[config.mk]
export PLATFORM = sky130hd
export DESIGN_NAME = instruction_fetch
export DESIGN_NICKNAME = d
export VERILOG_FILES = /design/src/rtl/instruction_fetch.sv
export SDC_FILE = /design/constraint.sdc
export NUM_CORES = 1
export LEC_CHECK = 0
export CAP_MARGIN = 10
export CORE_ASPECT_RATIO = 2
export CORE_UTILIZATION = 39
export DETAILED_ROUTE_END_ITERATION = 10
export PLACE_DENSITY = 0.71
export SLEW_MARGIN = 40
export SYNTH_ARGS = -nofsm -noshare
export SYNTH_HDL_FRONTEND = slang
export SYNTH_SLANG_ARGS = --single-unit
[constraint.sdc]
create_clock -name clk -period 3.9 [get_ports clk]
set_clock_uncertainty 0.1 [all_clocks]
set_input_delay 0.78 -clock clk [delete_from_list [all_inputs] [get_ports clk]]
set_output_delay 0.78 -clock clk [all_outputs]
set_load 0.005 [all_outputs]
[src/rtl/instruction_fetch.sv]
// PC register and fetch sequencer: requests one word, holds it for the decoder, then steps PC from branch/flag inputs.
// Latency: a zero-wait fetch gives instr_valid one cycle after the request; ack to the next request takes one cycle.
// Backpressure: the held word stays until instr_ack, and the request stays until imem_ready. Optional macro: BR_REG_EN.
module instruction_fetch #(
    parameter int                  PC_WIDTH = 64,
    parameter logic [PC_WIDTH-1:0] RESET_PC = '0
) (
    input  logic                clk,
    input  logic                reset,
    output logic                imem_req,
    output logic [PC_WIDTH-1:0] imem_addr,
    input  logic                imem_ready,
    input  logic [31:0]         imem_rdata,
    output logic [31:0]         instruction,
    output logic                instr_valid,
    output logic [PC_WIDTH-1:0] instr_pc,
    input  logic                instr_ack,
    input  logic [5:0]          branch,
    input  logic [3:0]          FLAGS,
    input  logic [3:0]          cond,
    input  logic                rt_zero,
    input  logic [25:0]         BR_Address,
    input  logic [18:0]         COND_BR_address,
    input  logic [PC_WIDTH-1:0] reg_target
);

    typedef enum logic [1:0] {IDLE, FETCH, HOLD} state_t;

    state_t              state, state_nxt;
    logic [PC_WIDTH-1:0] pc;
    logic [PC_WIDTH-1:0] next_pc;
    logic [PC_WIDTH-1:0] b_off;
    logic [PC_WIDTH-1:0] c_off;
    logic                cond_true;
    logic                n_f, z_f, c_f, v_f;

    assign {n_f, z_f, c_f, v_f} = FLAGS;
    assign b_off = {{(PC_WIDTH-28){BR_Address[25]}}, BR_Address, 2'b00};
    assign c_off = {{(PC_WIDTH-21){COND_BR_address[18]}}, COND_BR_address, 2'b00};

`ifdef BR_REG_EN
    logic unused_bits;
    assign unused_bits = ^{branch[5], reg_target[1:0]};
`else
    logic unused_bits;
    assign unused_bits = ^{branch[5:4], reg_target};
`endif

    always_ff @(posedge clk) begin
        if (reset) begin
            state <= IDLE;
        end else begin
            state <= state_nxt;
        end
    end

    always_comb begin
        state_nxt = state;
        imem_req  = 1'b0;
        case (state)
            IDLE:  state_nxt = FETCH;
            FETCH: begin
                imem_req = 1'b1;
                if (imem_ready) state_nxt = HOLD;
            end
            HOLD:  if (instr_ack) state_nxt = FETCH;
            default: state_nxt = IDLE;
        endcase
    end

    assign imem_addr = pc;

    always_comb begin
        cond_true = 1'b0;
        case (cond)
            4'd0:    cond_true = z_f;
            4'd1:    cond_true = !z_f;
            4'd2:    cond_true = c_f;
            4'd3:    cond_true = !c_f;
            4'd4:    cond_true = n_f;
            4'd5:    cond_true = !n_f;
            4'd6:    cond_true = v_f;
            4'd7:    cond_true = !v_f;
            4'd8:    cond_true = c_f && !z_f;
            4'd9:    cond_true = !c_f || z_f;
            4'd10:   cond_true = (n_f == v_f);
            4'd11:   cond_true = (n_f != v_f);
            4'd12:   cond_true = !z_f && (n_f == v_f);
            4'd13:   cond_true = z_f || (n_f != v_f);
            default: cond_true = 1'b1;
        endcase
    end

    // Lowest set branch bit selects the kind; an untaken conditional falls through rather than trying higher bits.
    always_comb begin
        next_pc = instr_pc + PC_WIDTH'(4);
        if (branch[0]) begin
            next_pc = instr_pc + b_off;
        end else if (branch[1]) begin
            if (rt_zero) next_pc = instr_pc + c_off;
        end else if (branch[2]) begin
            if (!rt_zero) next_pc = instr_pc + c_off;
        end else if (branch[3]) begin
            if (cond_true) next_pc = instr_pc + c_off;
        end
`ifdef BR_REG_EN
        else if (branch[4]) begin
            next_pc = {reg_target[PC_WIDTH-1:2], 2'b00};
        end
`endif
    end

    always_ff @(posedge clk) begin
        if (reset) begin
            pc          <= RESET_PC;
            instruction <= '0;
            instr_pc    <= '0;
            instr_valid <= 1'b0;
        end else if (state == FETCH && imem_ready) begin
            instruction <= imem_rdata;
            instr_pc    <= pc;
            instr_valid <= 1'b1;
        end else if (state == HOLD && instr_ack) begin
            pc          <= next_pc;
            instruction <= '0;
            instr_valid <= 1'b0;
        end
    end

endmodule
==> results.txt, run 1 <==
- RSZ-0062 raised after global routing: yes
* Port buffer count: 255
* Bufs on Longest Clock Path: 2
- Fin util: 0.581
- Power density cells: 216 nW/um^2
- Routed signal wires occupy layers up through met4.
- The tightest min-delay check is of the reg2reg type.
* Fraction of the mapped netlist area in simple logic gates: 0.234
- The core region is 38200 sq um.
* Post-synthesis area per instance: 7.16 sq um
- The worst setup path is launched from an input pin.
* Via count of the routed design: 18900
* Global route overflow: 0
- Length of routed met2 wiring: 36900 um
* Number of enable flip-flop cells after synthesis: 0
- By area the synthesized netlist is led by sky130_fd_sc_hd__dfxtp_1 (22%), sky130_fd_sc_hd__ha_1 (10%), sky130_fd_sc_hd__a21oi_1 (8.7%).
* Data required, critical path: 4190 ps
- Remaining routing DRC violations: 0
- Clock-pin slew was measured on the worst setup and hold paths at 80 ps.
- FF/Latch Area: 3260 sq um
- The final count of pins violating max slew came to 0.
* Highest clock rate: 0.258 GHz
- Counting every sink on the clock net gives 163.
- Number of violations of the max-capacitance limit: 0
- STA puts the critical path data arrival time at 4170 ps.
- The floorplan step set the die width to 141 um.
- Of the post-synthesis cell area, the part taken by muxes is 0.0124.
- Die Area: 39700 sq um
- Via count normalized by instance count: 5.84
* Number of core rows: 101
* Number of cells produced by synthesis: 2117
* Top flip-flop cell by instance count after synthesis: sky130_fd_sc_hd__dfxtp_1
- Synthesized flop and latch total: 163
* Share of the yosys chip area belonging to registers: 0.215
- Part of the total power dissipated in sequential elements: 0.363
* Synth async-reset ratio: 0
* Count of routing violations after the opening detailed-route iteration: 1179
* Detailed-router iteration count before antenna repair: 5
- Total nets after synthesis: 2402
* Adder-cell area share of the yosys netlist: 0.104
* Switching Power: 1.66 mW
- The via count of the first global-routing pass was 19400.
- Of the total power, the share spent switching nets is 0.346.
- After detailed routing, the average wire length per cell comes to 22.0 um.
* Multi-input logic area: 11500 sq um
- Netlist area before placement: 15200 sq um
- The area growth from synthesis to layout is 46.4%.
- Hold violation total from the final report: 0
- The synthesized-area fraction occupied by ao, oa, aoi and oai cells came to 0.300.
* Peak ir drop on the vdd network: 0.301 mV
* Leading area contributor after synthesis: sky130_fd_sc_hd__dfxtp_1
* Total wirelength of the detailed-routed design: 71400 um
- The number of different library cells used by synthesis comes to 80.
* Transition at the pin with the smallest max-transition slack: 1030 ps
- The run finished with clean final reports.
- Setup violations remaining at the end of the flow were counted as 0.
* Remaining max-slew budget at the tightest pin: 0.304
- Pin count of the biggest net entering global routing: 100
- CTS Buf Count: 17
* Post-DP HPWL: 56000 um
- Time the final worst path needs with I/O delays and setup: 3870 ps
- The design draws 4.78 mW.
* Critical path fanouts, max: 3
- Number of inserted filler cells in the final layout: 3629
- The count of nets left with antenna violations once routing finished came out at 0.
- Nets: 2994
* GR Util All Layers: 0.356
- Main combinational cell family by area after synthesis: compound AO/OA/AOI/OAI gates
- Clock Latency Late Sink: 470 ps
- The most common cell in the synthesized netlist is sky130_fd_sc_hd__nand2_1.
* Most used standard cells in the synthesized netlist: sky130_fd_sc_hd__nand2_1 (335), sky130_fd_sc_hd__a21oi_1 (263), sky130_fd_sc_hd__nor2_1 (173)
- Static leakage: 9.43 nW
- For this design the top-level I/O count stands at 322.
- Internal portion of total power: 3.13 mW
* Met3 WL post-DR: 3260 um
* Post-CTS Hold Fix Bufs: 0
- By startpoint and endpoint, the worst setup path is classified as in2reg.
- Effective utilization at floorplan: 0.397
- Post-Route M1 WL: 24200 um
* Count of warnings emitted by yosys: 0
* Combinational share of power: 0.237
- Element type at the critical path end: register
* Vertical extent of the die: 281 um
* Global placement routability congestion: 1.00
- TritonCTS clock tree: done
- In the final layout, the share of cells above drive strength 1 is 0.197.
- Global-route wire length before repair: 107000 um
- The share of total power dissipated in the clock network is 0.400.
- Of the total synthesized cell area, the portion taken by XOR and XNOR cells is 0.0925.
- Clk Tree Root Cell: sky130_fd_sc_hd__clkbuf_16
- The H-tree was split into 4 levels.
* Period utilization: 0.993
- Of the post-synthesis cell area, the dominant cell type holds 0.215.
- The initial antenna violation count came to 1.
[registers in the layout (all words and copies together) (netlist names)]
| signal | flops |
|---|---|
| instr_valid | 1 |
| imem_addr | 64 |
| instruction | 32 |
| state | 2 |
| instr_pc | 64 |
[per-layer routing]
layer	global-route usage	vias up
met4	0.332	0
met2	0.658	742
met1	0.335	8945
li1	-	8934
met5	0	-
met3	0.0479	301
[final timing paths]
path / startpoint / endpoint / slack [ps] / cells past startpoint
worst min-delay path: imem_addr[43]$_SDFFE_PP0P_ / instr_pc[43]$_SDFFE_PP0P_ / 370 / 2
worst min register to register: imem_addr[43]$_SDFFE_PP0P_ / instr_pc[43]$_SDFFE_PP0P_ / 370 / 2
worst max-delay path: BR_Address[0] / imem_addr[58]$_SDFFE_PP0P_ / 30 / 17
worst max register to register: instr_pc[10]$_SDFFE_PP0P_ / imem_addr[44]$_SDFFE_PP0P_ / 350 / 9
[critical path, cell delays in order]
cell and delay (ps):
sky130_fd_sc_hd__clkdlybuf4s50_1 480, sky130_fd_sc_hd__ha_2 200, sky130_fd_sc_hd__inv_1 60, sky130_fd_sc_hd__fa_2 350, sky130_fd_sc_hd__nand2b_4 160, sky130_fd_sc_hd__a21oi_2 120, sky130_fd_sc_hd__buf_4 130, sky130_fd_sc_hd__o41a_1 310
sky130_fd_sc_hd__o31ai_2 100, sky130_fd_sc_hd__buf_4 170, sky130_fd_sc_hd__a21oi_4 250, sky130_fd_sc_hd__o31ai_2 90, sky130_fd_sc_hd__buf_4 210, sky130_fd_sc_hd__nor2_2 150, sky130_fd_sc_hd__nor2_1 90, sky130_fd_sc_hd__o311a_1 300
sky130_fd_sc_hd__a211oi_2 210
[logic make-up after synthesis]
| kind of cell | after synthesis |
|---|---|
| simple gates | 767 |
| compound gates | 724 |
| flops | 163 |
| buf+inv | 161 |
| xor+xnor | 160 |
| fa+ha+maj | 125 |
| mux | 17 |
[power by group through the flow]
stage	Sequential, mW	Clock (mW)	Combinational (mW)
6_report	1.74	1.91	1.13
4_1_cts	1.74	1.93	1.11
3_5_place_dp	1.77	0	1.10
3_3_place_gp	1.77	0	1.09
2_1_floorplan	1.77	0	0.514
5_1_grt	1.74	1.99	1.21
[timing repair]
item | CTS | global route
setup endpoints to repair | 20 | 26
buffers inserted | 1 | 4
cloned | 0 | 1
pin swaps | 5 | 11
gates resized for setup | 17 | 40
[cell usage in the layout, fill, tap and decap left out, types with 10 or more instances in the layout]
master                            netlist  final
sky130_fd_sc_hd__o21a_1                19     19
sky130_fd_sc_hd__and3_1                21     21
sky130_fd_sc_hd__nor3_1                36     31
sky130_fd_sc_hd__nor2b_1               10     10
sky130_fd_sc_hd__inv_1                 43     43
sky130_fd_sc_hd__o21ai_0              129    125
sky130_fd_sc_hd__clkbuf_16              0     18
sky130_fd_sc_hd__mux2i_1               12     11
sky130_fd_sc_hd__nand2b_1              17     16
sky130_fd_sc_hd__or3_1                 13     13
sky130_fd_sc_hd__a31oi_1               22     22
sky130_fd_sc_hd__dfxtp_1              163    163
sky130_fd_sc_hd__xnor2_1               89     89
sky130_fd_sc_hd__ha_1                 123    120
sky130_fd_sc_hd__xor2_1                71     71
sky130_fd_sc_hd__nand2_1              335    335
sky130_fd_sc_hd__nand4_1               53     53
sky130_fd_sc_hd__a221oi_1              14     13
sky130_fd_sc_hd__clkdlybuf4s50_1        0    251
sky130_fd_sc_hd__nand3_1               43     43
sky130_fd_sc_hd__o211ai_1              25     25
sky130_fd_sc_hd__and4_1                11     11
sky130_fd_sc_hd__a21oi_1              263    256
sky130_fd_sc_hd__a21o_1                60     60
sky130_fd_sc_hd__nor2_1               173    169
sky130_fd_sc_hd__a22oi_1               35     35
sky130_fd_sc_hd__o21bai_1              16     16
sky130_fd_sc_hd__nor4_1                13     12
sky130_fd_sc_hd__a211oi_1              38     32
sky130_fd_sc_hd__buf_4                  2    428
[cell type report]
| type | instances | area share |
|---|---|---|
| diodes | 1 | 0.000113 |
| clock buffers | 17 | 0.0192 |
| clock inverters | 15 | 0.0102 |
| inverters | 43 | 0.00728 |
| multi-input cells | 1793 | 0.520 |
| flip-flops and latches | 163 | 0.147 |
| well taps | 515 | 0.0291 |
| repair buffers | 691 | 0.267 |
[per-stage QoR]
| stage | hold WS (ps) | cells | instance area, sq um | setup TNS, ps | setup WS [ps] |
|---|---|---|---|---|---|
| finish | 370 | 3238 | 22200 | 0 | 25.7 |
| global route | 389 | 3238 | 22200 | -36.7 | -31.7 |
| CTS | 369 | 3232 | 22000 | -86.7 | -30.6 |
| detailed placement | 356 | 3199 | 21200 | -19160 | -727 |
| global placement | 351 | 3199 | 21200 | -16950 | -666 |
| floorplan | 345 | 2117 | 15200 | 0 | 181 |
Note: power is estimated with default switching activity, not from simulation.
==> inputs of run 2 (changes only) <==
--- a/config.mk
+++ b/config.mk
@@ -10,6 +10,7 @@
 export CORE_UTILIZATION = 39
 export DETAILED_ROUTE_END_ITERATION = 10
 export PLACE_DENSITY = 0.71
+export SETUP_SLACK_MARGIN = 0.4
 export SLEW_MARGIN = 40
 export SYNTH_ARGS = -nofsm -noshare
 export SYNTH_HDL_FRONTEND = slang
==> run 2 against run 1 <==
Effect of this change:
- sequential power about the same
- register-to-register slack improved by 80 ps
- maximum frequency increased by 11%
- via count increased by 3.4%
- global-route usage increased by 1.3 points
- critical path depth decreased by 3
- worst setup slack improved by 380 ps
- combinational power increased by 12%
- non-clock buffer count increased by 66
- count of clock-buffer cells in the layout unchanged
- wire length increased by 4.6%
- highest routed layer unchanged
==> results.txt, run 2 (same netlist as run 1, synthesis figures left out) <==
- The maximum achievable frequency came to 0.286 GHz (+11%).
* Setup TNS: 0 ps (unchanged)
- Bufs on Longest Clock Path: 2 (unchanged)
* Effective utilization at floorplan: 0.397 (unchanged)
- The worst setup path is launched from an input pin.
- GR Util All Layers: 0.370 (+0.0133)
- TritonCTS built the clock tree.
- Path type of the worst min-delay path: reg2reg
- The placeable core region is 38200 sq um (unchanged).
- CTS placed an instance of sky130_fd_sc_hd__clkbuf_16 at the clock tree root.
* Critical Setup Path Class: in2reg
- The number of iterations in the first detailed-routing pass was 7 (+2).
* CTS Buf Count: 17 (unchanged)
* Boundary Pins: 322 (unchanged)
* Element type at the critical path end: register
- Global-route wire length before repair: 111000 um (+3.5%)
* Clock-pin slew on the worst setup and hold paths: 80 ps (about the same)
- Die Area: 39700 sq um (unchanged)
- DP Cell Count: 3237 (+1.2%)
* Nets: 3060 (+2.2%)
* Number of core rows: 101 (unchanged)
- Post-DP HPWL: 57600 um (+2.8%)
- The clock period minus worst slack is 3500 ps (-377 ps).
- Remaining routing DRC violations: 0 (unchanged)
* Final setup violation count: 0 (unchanged)
- Number of slew-limit violations in the final report: 0 (unchanged)
- The max-slew headroom at the worst pin came to 0.426 (+0.122).
* Data required, critical path: 4140 ps (-50 ps)
- Most common library cell in the layout ignoring fill and taps: sky130_fd_sc_hd__buf_4
- The layout filler cell count was 3407 (-6.1%).
- Static leakage: 10.1 nW (+7.0%)
* Clock Latency Late Sink: 470 ps (about the same)
* Vertical extent of the die: 281 um (unchanged)
- Global route overflow: 0 (unchanged)
- The number of hold buffers added after CTS was 0 (unchanged).
- Compared with the post-synthesis result, the final layout area differs by 57.8%.
- WL per Instance: 22.6 um (+2.5%)
* Critical path fanouts, max: 5 (+2)
- Peak ir drop on the vdd network: 0.294 mV (-2.3%)
- The die span in x was 141 um (unchanged).
* Number of violations of the max-capacitance limit: 0 (unchanged)
- The post-route antenna net violation count was 0 (unchanged).
- Total power: 4.87 mW (+1.8%)
- RSZ-0062 raised after global routing: yes
- The arrival time of data at the critical path endpoint is 3740 ps (-430 ps).
* Global placement routability congestion: 1.04 (+4.2%)
- The via count of the first global-routing pass is 20100 (+3.8%).
- The average vias per placed instance was 5.92 (+1.3%).
- The maximum level of the CTS H-tree was 4 (unchanged).
- The quantity of I/O buffers inserted on ports came to 255 (unchanged).
* Transition at the pin with the smallest max-transition slack: 861 ps (-172 ps)
- Clock sink count: 163 (unchanged)
* Period utilization: 0.897 (-0.0967)
- Via count of the routed design: 19600 (+3.4%)
- Number of antenna violations at the first check in global routing: 2 (+1)
- Layout cells sized above 1: 0.266 (+0.0696)
- The power density over cell area was 203 nW/um^2 (-5.6%).
- Hold violation total from the final report: 0 (unchanged)
- Count of routing violations after the opening detailed-route iteration: 1105 (-6.3%)
- Top library cells by usage in the layout, fill and taps aside: sky130_fd_sc_hd__buf_4 (473), sky130_fd_sc_hd__nand2_1 (333), sky130_fd_sc_hd__a21oi_1 (235)
- Status: finished clean
- The total wirelength of the detailed-routed design was 74700 um (+4.6%).
* Non-filler cells in the finished layout: 3305 (+2.1%)
- Pin count of the biggest net entering global routing: 64 (-36%)
- Fin util: 0.627 (+0.0455)
==> run 2: cell types whose count changed in the layout (fill, tap and decap cells not counted), sizes merged <==
cell / change
buf: +65
clkdlybuf4s50: -34
clkdlybuf4s15: +1
dlygate4sd2: +6
diode: +1
clkbuf: +8
dlymetal6s2s: +20
==> run 2: layer usage <==
metal	GRT usage	up-vias	part of all wire
li1	-	9058	-
met1	0.341	9240	0.32
met2	0.676	872	0.51
met3	0.0525	398	0.050
met4	0.372	0	0.12
met5	0	-	0
==> run 2: cell type report <==
cell class / count / area, sq um / share of cell area
multi-input combinational: 1793 / 12600 / 0.528
timing repair buffer: 757 / 6580 / 0.275
sequential: 163 / 3270 / 0.137
tap: 515 / 644 / 0.0269
clock buffer: 17 / 425 / 0.0178
clock inverter: 15 / 199 / 0.00832
inverter: 43 / 161 / 0.00675
antenna: 2 / 5.00 / 0.000209
==> run 2: metrics by stage <==
| step | hold slack (ps) | setup WS (ps) | area [sq um] |
|---|---|---|---|
| final | 373 | 403 | 23900 |
| after global routing | 387 | 328 | 23900 |
| after CTS | 375 | 401 | 22900 |
| after detailed placement | 363 | -975 | 21600 |
| after global placement | 357 | -974 | 21600 |
| after floorplan | 345 | 400 | 15200 |
==> run 2: critical path, stage by stage <==
cell and delay, ps:
sky130_fd_sc_hd__clkdlybuf4s50_1 490, sky130_fd_sc_hd__nand2_2 90, sky130_fd_sc_hd__or3_1 330, sky130_fd_sc_hd__a221oi_2 270
sky130_fd_sc_hd__o311ai_2 120, sky130_fd_sc_hd__buf_4 170, sky130_fd_sc_hd__a21oi_4 170, sky130_fd_sc_hd__buf_4 140
sky130_fd_sc_hd__mux2i_4 140, sky130_fd_sc_hd__buf_6 170, sky130_fd_sc_hd__or3_1 380, sky130_fd_sc_hd__mux2i_2 240
sky130_fd_sc_hd__or3_1 150, sky130_fd_sc_hd__a31oi_1 80
==> run 2: final timing paths <==
kind                                            startpoint                         end  slack, ps  cells past startpoint
worst min register to register  imem_addr[12]$_SDFFE_PP0P_   instr_pc[12]$_SDFFE_PP0P_        370                      2
worst min-delay path            imem_addr[12]$_SDFFE_PP0P_   instr_pc[12]$_SDFFE_PP0P_        370                      2
worst max register to register    instr_pc[2]$_SDFFE_PP0P_  imem_addr[28]$_SDFFE_PP0P_        430                     15
worst max-delay path                               cond[2]  imem_addr[63]$_SDFFE_PP0P_        400                     14
==> run 2: what timing repair did <==
item / 4_1_cts / 5_1_grt
cloned: 1 / 1
pin swaps: 51 / 75
endpoints found under the setup margin: 48 / 48
resized for setup: 136 / 181
setup buffers: 12 / 20
==> run 2: report_power, final <==
| group | switching, mW | leakage, nW | total [mW] | internal (mW) |
|---|---|---|---|---|
| logic | 0.675 | 8.46 | 1.26 | 0.590 |
| registers | 0.0351 | 1.32 | 1.74 | 1.70 |
| clock network | 0.977 | 0.304 | 1.87 | 0.889 |
==> inputs of run 3 (changes only) <==
--- a/config.mk
+++ b/config.mk
@@ -7,6 +7,7 @@
 export LEC_CHECK = 0
 export CAP_MARGIN = 10
 export CORE_ASPECT_RATIO = 2
+export CORE_MARGIN = 2
 export CORE_UTILIZATION = 39
 export DETAILED_ROUTE_END_ITERATION = 10
 export PLACE_DENSITY = 0.71
==> run 3 against run 2 <==
Effect of this change:
- final cell count fell by 1.1%
- register-to-register slack got worse by 95 ps
- flip-flop and latch count is the same
- critical path type is now reg2reg
- maximum frequency down 1.9%
- largest power group unchanged
- total power decreased by 0.25%
- worst setup slack worse by 68 ps
- final area is 1.9% lower
- non-clock buffer count is 39 lower
- via count fell by 2.3%
- first-iteration DRC count is 16% higher
- wire length is 2.6% lower
- largest cell class unchanged
- clock power increased by 2%
==> results.txt, run 3 (same netlist as run 1, synthesis figures left out) <==
* Status: finished clean
- The worst setup path is launched from a register.
- Data required, critical path: 4180 ps (+40 ps)
- GR Util All Layers: 0.351 (-0.0184)
- TritonCTS clock tree: done
* Boundary Pins: 322 (unchanged)
* Remaining max-slew budget at the tightest pin: 0.351 (-0.0744)
- Number of antenna violations at the first check in global routing: 0 (-2)
* Path type of the worst min-delay path: reg2reg
- Number of slew-limit violations in the final report: 0 (unchanged)
* Most common library cell in the layout ignoring fill and taps: sky130_fd_sc_hd__buf_4
* RSZ-0062 raised after global routing: yes
- The post-placement cell count was 3207 (-0.93%).
* Area of the core: 38500 sq um (+0.99%)
- The number of inserted diodes is 0 (-2).
* Bufs on Longest Clock Path: 2 (unchanged)
* Number of global-route vias before repair: 19300 (-3.8%)
- Hold violation total from the final report: 0 (unchanged)
- Global-route wire length before repair: 109000 um (-2.2%)
- The final weighted congestion in routability-driven placement was 1.03 (-1.4%).
- Effective utilization at floorplan: 0.393 (-0.00389)
* Clock-pin slew on the worst setup and hold paths: 90 ps (about the same)
* Total number of H-tree levels: 4 (unchanged)
- The number of DRC violations after detailed-routing iteration 0 is 1279 (+16%).
- The total power consumption of the routed design came to 4.85 mW (-0.25%).
- The maximum achievable frequency is 0.280 GHz (-1.9%).
- The accumulated negative setup slack is 0 ps (unchanged).
* Critical Setup Path Class: reg2reg
* Via count of the routed design: 19100 (-2.3%)
* WL per Instance: 22.3 um (-1.6%)
- The post-route antenna net violation count came to 0 (unchanged).
- The arrival time of data at the critical path endpoint is 3850 ps (+110 ps).
- Clock Latency Late Sink: 470 ps (about the same)
- Post-CTS Hold Fix Bufs: 0 (unchanged)
* Period utilization: 0.914 (+0.0174)
- Total wirelength of the detailed-routed design: 72700 um (-2.6%)
- Post-DP HPWL: 56300 um (-2.2%)
- The number of DRC violations after detailed routing is 0 (unchanged).
- Port buffer count: 255 (unchanged)
- The clock period minus worst slack came to 3570 ps (+68.0 ps).
- Die extent in x: 143 um (+1.4%)
* Growth of design area from synthesis to finish: 54.8%
- Final setup violation count: 0 (unchanged)
- Top library cells by usage in the layout, fill and taps aside: sky130_fd_sc_hd__buf_4 (449), sky130_fd_sc_hd__nand2_1 (330), sky130_fd_sc_hd__a21oi_1 (241)
- Non-filler cells in the finished layout: 3269 (-1.1%)
* Die Area: 40500 sq um (+2.1%)
- The number of iterations in the first detailed-routing pass came to 8 (+1).
- The final-stage net count was 3021 (-1.3%).
* Post-placement setup slack: -721 ps (+254 ps)
- The max-cap check violation count is 0 (unchanged).
* Via count normalized by instance count: 5.85 (-1.2%)
- The peak supply drop came to 0.295 mV (+0.15%).
- The row count is 102 (+0.99%).
- Critical path fanouts, max: 6 (+1)
* Transition at the pin with the smallest max-transition slack: 963 ps (+101 ps)
- Global route overflow: 0 (unchanged)
- Clock sink count: 163 (unchanged)
* Layout cells sized above 1: 0.251 (-0.0151)
- STA classifies the critical path endpoint as a register.
* Final Worst Setup Slack: 335 ps (-68.0 ps)
- CTS Buf Count: 17 (unchanged)
- The maximum number of pins on one net before global-route repair is 92 (+44%).
- Vertical extent of the die: 283 um (+0.71%)
- Worst hold slack: 349 ps (-24.0 ps)
* Static leakage: 9.89 nW (-2.0%)
- Power density cells: 207 nW/um^2 (+1.7%)
- The tree is rooted in a sky130_fd_sc_hd__clkbuf_16.
run 3: cell count changes in the layout (fill, tap and decap cells not counted), sizes merged:
cell / previous run / this run
inv: 52 / 53
clkdlybuf4s50: 217 / 215
buf: 503 / 468
dlymetal6s2s: 20 / 24
diode: 2 / 0
clkbuf: 27 / 21
clkdlybuf4s15: 1 / 2
dlygate4sd2: 6 / 5
clkinv: 6 / 5
run 3: critical path, cell delays in order (launching register included):
cell,delay (ps)
sky130_fd_sc_hd__dfxtp_1,620
sky130_fd_sc_hd__ha_1,330
sky130_fd_sc_hd__buf_4,160
sky130_fd_sc_hd__a21oi_1,290
sky130_fd_sc_hd__nor3b_1,100
sky130_fd_sc_hd__o21ai_1,210
sky130_fd_sc_hd__buf_4,150
sky130_fd_sc_hd__o211ai_1,180
sky130_fd_sc_hd__a221oi_4,420
sky130_fd_sc_hd__nor3_4,140
sky130_fd_sc_hd__a21oi_2,250
sky130_fd_sc_hd__buf_4,160
sky130_fd_sc_hd__xnor2_2,110
sky130_fd_sc_hd__a21oi_2,90
sky130_fd_sc_hd__a211oi_2,190
run 3: cell type report:
| cell class | count | area, sq um |
|---|---|---|
| repair buffers | 718 | 6200 |
| clock buffers | 17 | 425 |
| flip-flops and latches | 163 | 3270 |
| well taps | 520 | 651 |
| inverters | 43 | 161 |
| fillers | 3478 | 15100 |
| multi-input cells | 1793 | 12500 |
| clock inverters | 15 | 225 |
run 3: worst paths after layout:
check	start	endpoint	slack, ps	cells after the start
worst min-delay path	imem_addr[37]$_SDFFE_PP0P_	instr_pc[37]$_SDFFE_PP0P_	350	2
worst min register to register	imem_addr[37]$_SDFFE_PP0P_	instr_pc[37]$_SDFFE_PP0P_	350	2
worst max-delay path	instr_pc[23]$_SDFFE_PP0P_	imem_addr[58]$_SDFFE_PP0P_	330	14
worst max register to register	instr_pc[23]$_SDFFE_PP0P_	imem_addr[58]$_SDFFE_PP0P_	330	14
run 3: layer usage:
metal	GRT usage	up-vias	part of all wire
met5	0	-	0
met4	0.309	0	0.10
met3	0.0466	331	0.048
met2	0.644	856	0.52
met1	0.337	8945	0.33
li1	-	8988	-
run 3: power by group:
group	leakage [nW]	switching [mW]	internal [mW]
Combinational	8.26	0.651	0.558
Clock	0.313	0.996	0.912
Sequential	1.32	0.0361	1.70
run 3: stage by stage:
stage,utilization,cell area (sq um)
2_1_floorplan,-,15200
3_3_place_gp,0.553,21300
3_5_place_dp,0.553,21300
4_1_cts,0.587,22600
5_1_grt,0.609,23500
6_report,0.609,23500
run 3: what timing repair did:
item	4_1_cts	5_1_grt
pin swaps	41	66
gates cloned	1	0
resized for setup	116	161
setup buffers	14	15
setup endpoints to repair	41	44
==> edit 1, RTL diff (config.mk and constraints of run 1) <==
Reset style: asynchronous (`reset`), changed in 2 clocked blocks.
--- a/src/rtl/instruction_fetch.sv
+++ b/src/rtl/instruction_fetch.sv
@@ -46,7 +46,7 @@
     assign unused_bits = ^{branch[5:4], reg_target};
 `endif
 
-    always_ff @(posedge clk) begin
+    always_ff @(posedge clk or posedge reset) begin
         if (reset) begin
             state <= IDLE;
         end else begin
@@ -110,7 +110,7 @@
 `endif
     end
 
-    always_ff @(posedge clk) begin
+    always_ff @(posedge clk or posedge reset) begin
         if (reset) begin
             pc          <= RESET_PC;
             instruction <= '0;
Formal check against the unedited RTL: differs if reset is asserted again (counterexample within 4 cycles, from zero or initial values and one cycle with reset high); with reset held inactive, the same outputs for 4 cycles.
==> edit 1 against run 1 <==
  * Critical path depth did not move
  * Count of clock-buffer cells in the layout is the same
  * Design area increased by 0.51%
  * Synthesized cell count down 14%
  * Wire length shrank 8.5%
  * Worst setup slack worse by 9.0 ps
  * Via count is 9.9% lower
  * Critical endpoint is now imem_addr[46]
  * Highest routed layer unchanged
  * Critical path type unchanged
  * Area after synthesis down 0.58%
  * Sequential cell count is the same
Power is left out: it rests on default switching activity, and per cell area and clock period it moved more than threefold.
==> edit 1: results (changes against run 1) <==
[run_status]
status = finished, final reports clean

[route]
routed_wl_mm = 65.3  ; -8.5%
wl_met1_mm = 20.4  ; -16%
dr_wl_met2_mm = 34.9  ; -5.5%
drtIter0Drc = 795  ; -33%

[place]
place_ws_ps = -726  ; +1.46 ps
place_inst = 2915  ; -8.9%
placed_area_um2 = 21100  ; -0.60%

[synthesis]
ys_top_cells_by_count = nand2_1 (186), a21oi_1 (178), dfrtp_1 (163), nor2_1 (132), o21ai_0 (125)
synthesis.nets = 2102  ; -12%
synth.area.top_cells = dfrtp_1 (27%), ha_1 (10%), xnor2_1 (6.2%)
synthFlopType = dfrtp_1

[worst_setup_path]
critical-path-max-stage-delay_ps = 430  ; -50 ps
r2r_cells = 13  ; +4
r2r_slack_ps = 300  ; -50 ps
r2r-start = instr_pc[3]

[worst_hold_path]
hold_end = instr_valid
min_delay_path_depth = 1  ; -1

[final_layout]
drive_above_1_share_pct = 25.5  ; +5.8 points
n_antenna_cell = 0  ; -1

[timing]
timing.slew.headroom_pct = 47.9  ; +18 points
holdWs_ps = 382  ; +12.3 ps

[grt]
grt_pass1_vias = 17600  ; -9.3%
use_met1_pct = 29.1  ; -4.5 points
grt_antenna_before_repair = 0  ; -1
met3_usage_pct = 4.32  ; -0.46 points

==> edit 1: changes by cell type after synthesis, sizes merged, moves of 13 or more <==
cell           run 1  this run
xnor2             89       107
clkbuf           102        63
nand3             43        58
nand4             54        36
a22o               0        34
nor2             174       134
dfrtp              0       163
a22oi             35         6
mux2               4        63
dfxtp            163         0
nand2            335       186
nor3              36        20
o211ai            25        12
a21oi            263       178
==> edit 1: area by class of cell <==
cell class / count / area, um^2
Clock buffer: 17 / 425
Clock inverter: 15 / 195
Fill cell: 3457 / 15700
Inverter: 47 / 180
Multi-Input combinational cell: 1524 / 11000
Sequential cell: 163 / 4080
Tap cell: 515 / 644
Timing Repair Buffer: 675 / 5790
==> edit 1: how the worst max path moves through the flow <==
stage	start	endpoint	slack [ps]	depth (start not counted)
2_1_floorplan	BR_Address[0]	imem_addr[56]	100	14
3_5_place_dp	COND_BR_address[0]	imem_addr[46]	-730	17
6_report	COND_BR_address[0]	imem_addr[46]	20	17
3_3_place_gp	COND_BR_address[8]	imem_addr[58]	-710	15
4_1_cts	COND_BR_address[6]	imem_addr[39]	-20	15
5_1_grt	BR_Address[7]	imem_addr[25]	-60	15
==> edit 1: cells by family (layout without fill, tap and decap cells) <==
group / Yosys count / in the layout / share of synthesized area, %
compound gates: 619 / 619 / 26.8
xor+xnor: 169 / 169 / 9.83
fa+ha+maj: 125 / 125 / 10.5
buf+inv: 130 / 754 / 3.38
flops: 163 / 163 / 27.1
mux: 68 / 68 / 5.12
simple gates: 543 / 543 / 17.3
==> edit 1: repair_timing <==
item	4_1_cts	5_1_grt
gates cloned	0	0
pin swaps	13	41
resized for setup	30	86
endpoints found under the setup margin	24	33
setup buffers	3	6
hold buffers	0	0
==> edit 2, RTL diff (flow settings as in run 1) <==
Without the edit above. `PC_WIDTH`: 64 -> 96.
--- a/src/rtl/instruction_fetch.sv
+++ b/src/rtl/instruction_fetch.sv
@@ -2,7 +2,7 @@
 // Latency: a zero-wait fetch gives instr_valid one cycle after the request; ack to the next request takes one cycle.
 // Backpressure: the held word stays until instr_ack, and the request stays until imem_ready. Optional macro: BR_REG_EN.
 module instruction_fetch #(
-    parameter int                  PC_WIDTH = 64,
+    parameter int                  PC_WIDTH = 96,
     parameter logic [PC_WIDTH-1:0] RESET_PC = '0
 ) (
     input  logic                clk,
Interface: changed (resized imem_addr, instr_pc and reg_target); port bits go from 322 to 418. The function was not compared with the original's and may differ.
==> edit 2 against run 1 <==
  * The run now ends with setup timing left
  * Power rose by 53%
  * Wire length rose by 100%
  * Design area rose by 64%
  * Worst setup slack got worse by 82 ps
  * Register-to-register slack got worse by 410 ps
  * Sequential cell count rose by 64
  * Fmax fell by 2.1%
  * Synthesized cell count rose by 54%
  * Area after synthesis rose by 51%
  * Critical path type is now reg2reg
  * Largest cell class unchanged
==> edit 2: results (changes against run 1) <==
[run_status]
failed_checks = setup timing
status = finished, violations left

[final_layout]
drive_above_1_share_pct = 28.9  ; +9.2 points

[power]
p_comb_w = 0.00198  ; +75%
swShare_pct = 32.5  ; -2.1 points
ir_worst_vdd_mv = 0.377  ; +25%
p_clk_w = 0.00289  ; +51%
p_leak_nw = 15.9  ; +69%

[synthesis]
synthesis.nets = 3636  ; +51%
synth.area.top_cells = dfxtp_1 (20%), ha_1 (10%), a21oi_1 (10%)
synth_compound_area_share_pct = 31.6  ; +1.6 points
synth_xor_area_share_pct = 10.2  ; +0.98 points
synth_seq_area_share_pct = 19.9  ; -1.7 points

[route]
via_per_inst = 6.15  ; +5.3%
routed_wl_mm = 143  ; +100%
vias = 32000  ; +69%
dr.pass1.iters = 7  ; +2
drtIter0Drc = 2852  ; +140%
wl_met1_mm = 40.3  ; +67%

[clock_tree]
post-cts-setup-buffer-count = 13  ; +12
clock_latency_ps = 620  ; +150 ps
clk_path_buf_depth = 3  ; +1

[timing]
finalSetupTns_ps = -155  ; -155 ps
timing.final.ws_setup_ps = -56.5  ; -82.3 ps
setup_viol = 3  ; +3
tightest_slew_ps = 924  ; -110 ps

[place]
place_inst = 5131  ; +60%
placed_area_um2 = 33900  ; +60%
io_buffers = 319  ; +25%
place_ws_ps = -1470  ; -748 ps
dpl.hpwl_mm = 110  ; +97%

[grt]
grt_util_met2_pct = 81.5  ; +16 points
met3_usage_pct = 14.3  ; +9.5 points
use_met1_pct = 37.7  ; +4.1 points

[worst_setup_path]
crit_arrival_ps = 4350  ; +180 ps

[edit 2: cell types whose count changed after synthesis, moves of 27 or more]
cell      change
nand2_1     +134
a21o_1       +32
o21ai_0      +89
ha_1         +64
nor2_1      +115
o21bai_1     +27
clkbuf_1     +53
xnor2_1      +64
xor2_1       +43
nand4_1      +37
dfxtp_1      +64
nor3_1       +29
a21oi_1     +192
nand3_1      +45
[edit 2: worst paths after layout]
check / endpoint / from / slack [ps]
max: imem_addr[94] / instr_pc[2] / -60
max reg2reg: imem_addr[94] / instr_pc[2] / -60
min: instr_pc[56] / imem_addr[56] / 360
min reg2reg: instr_pc[56] / imem_addr[56] / 360
[edit 2: cell type report]
type | count | area [um^2] | area share, %
diodes | 6 | 15.0 | 0.0413
repair buffers | 1333 | 11100 | 30.5
well taps | 762 | 953 | 2.62
inverters | 61 | 229 | 0.630
clock buffers | 35 | 754 | 2.08
flip-flops and latches | 227 | 4550 | 12.5
clock inverters | 12 | 205 | 0.565
multi-input cells | 2769 | 18600 | 51.0
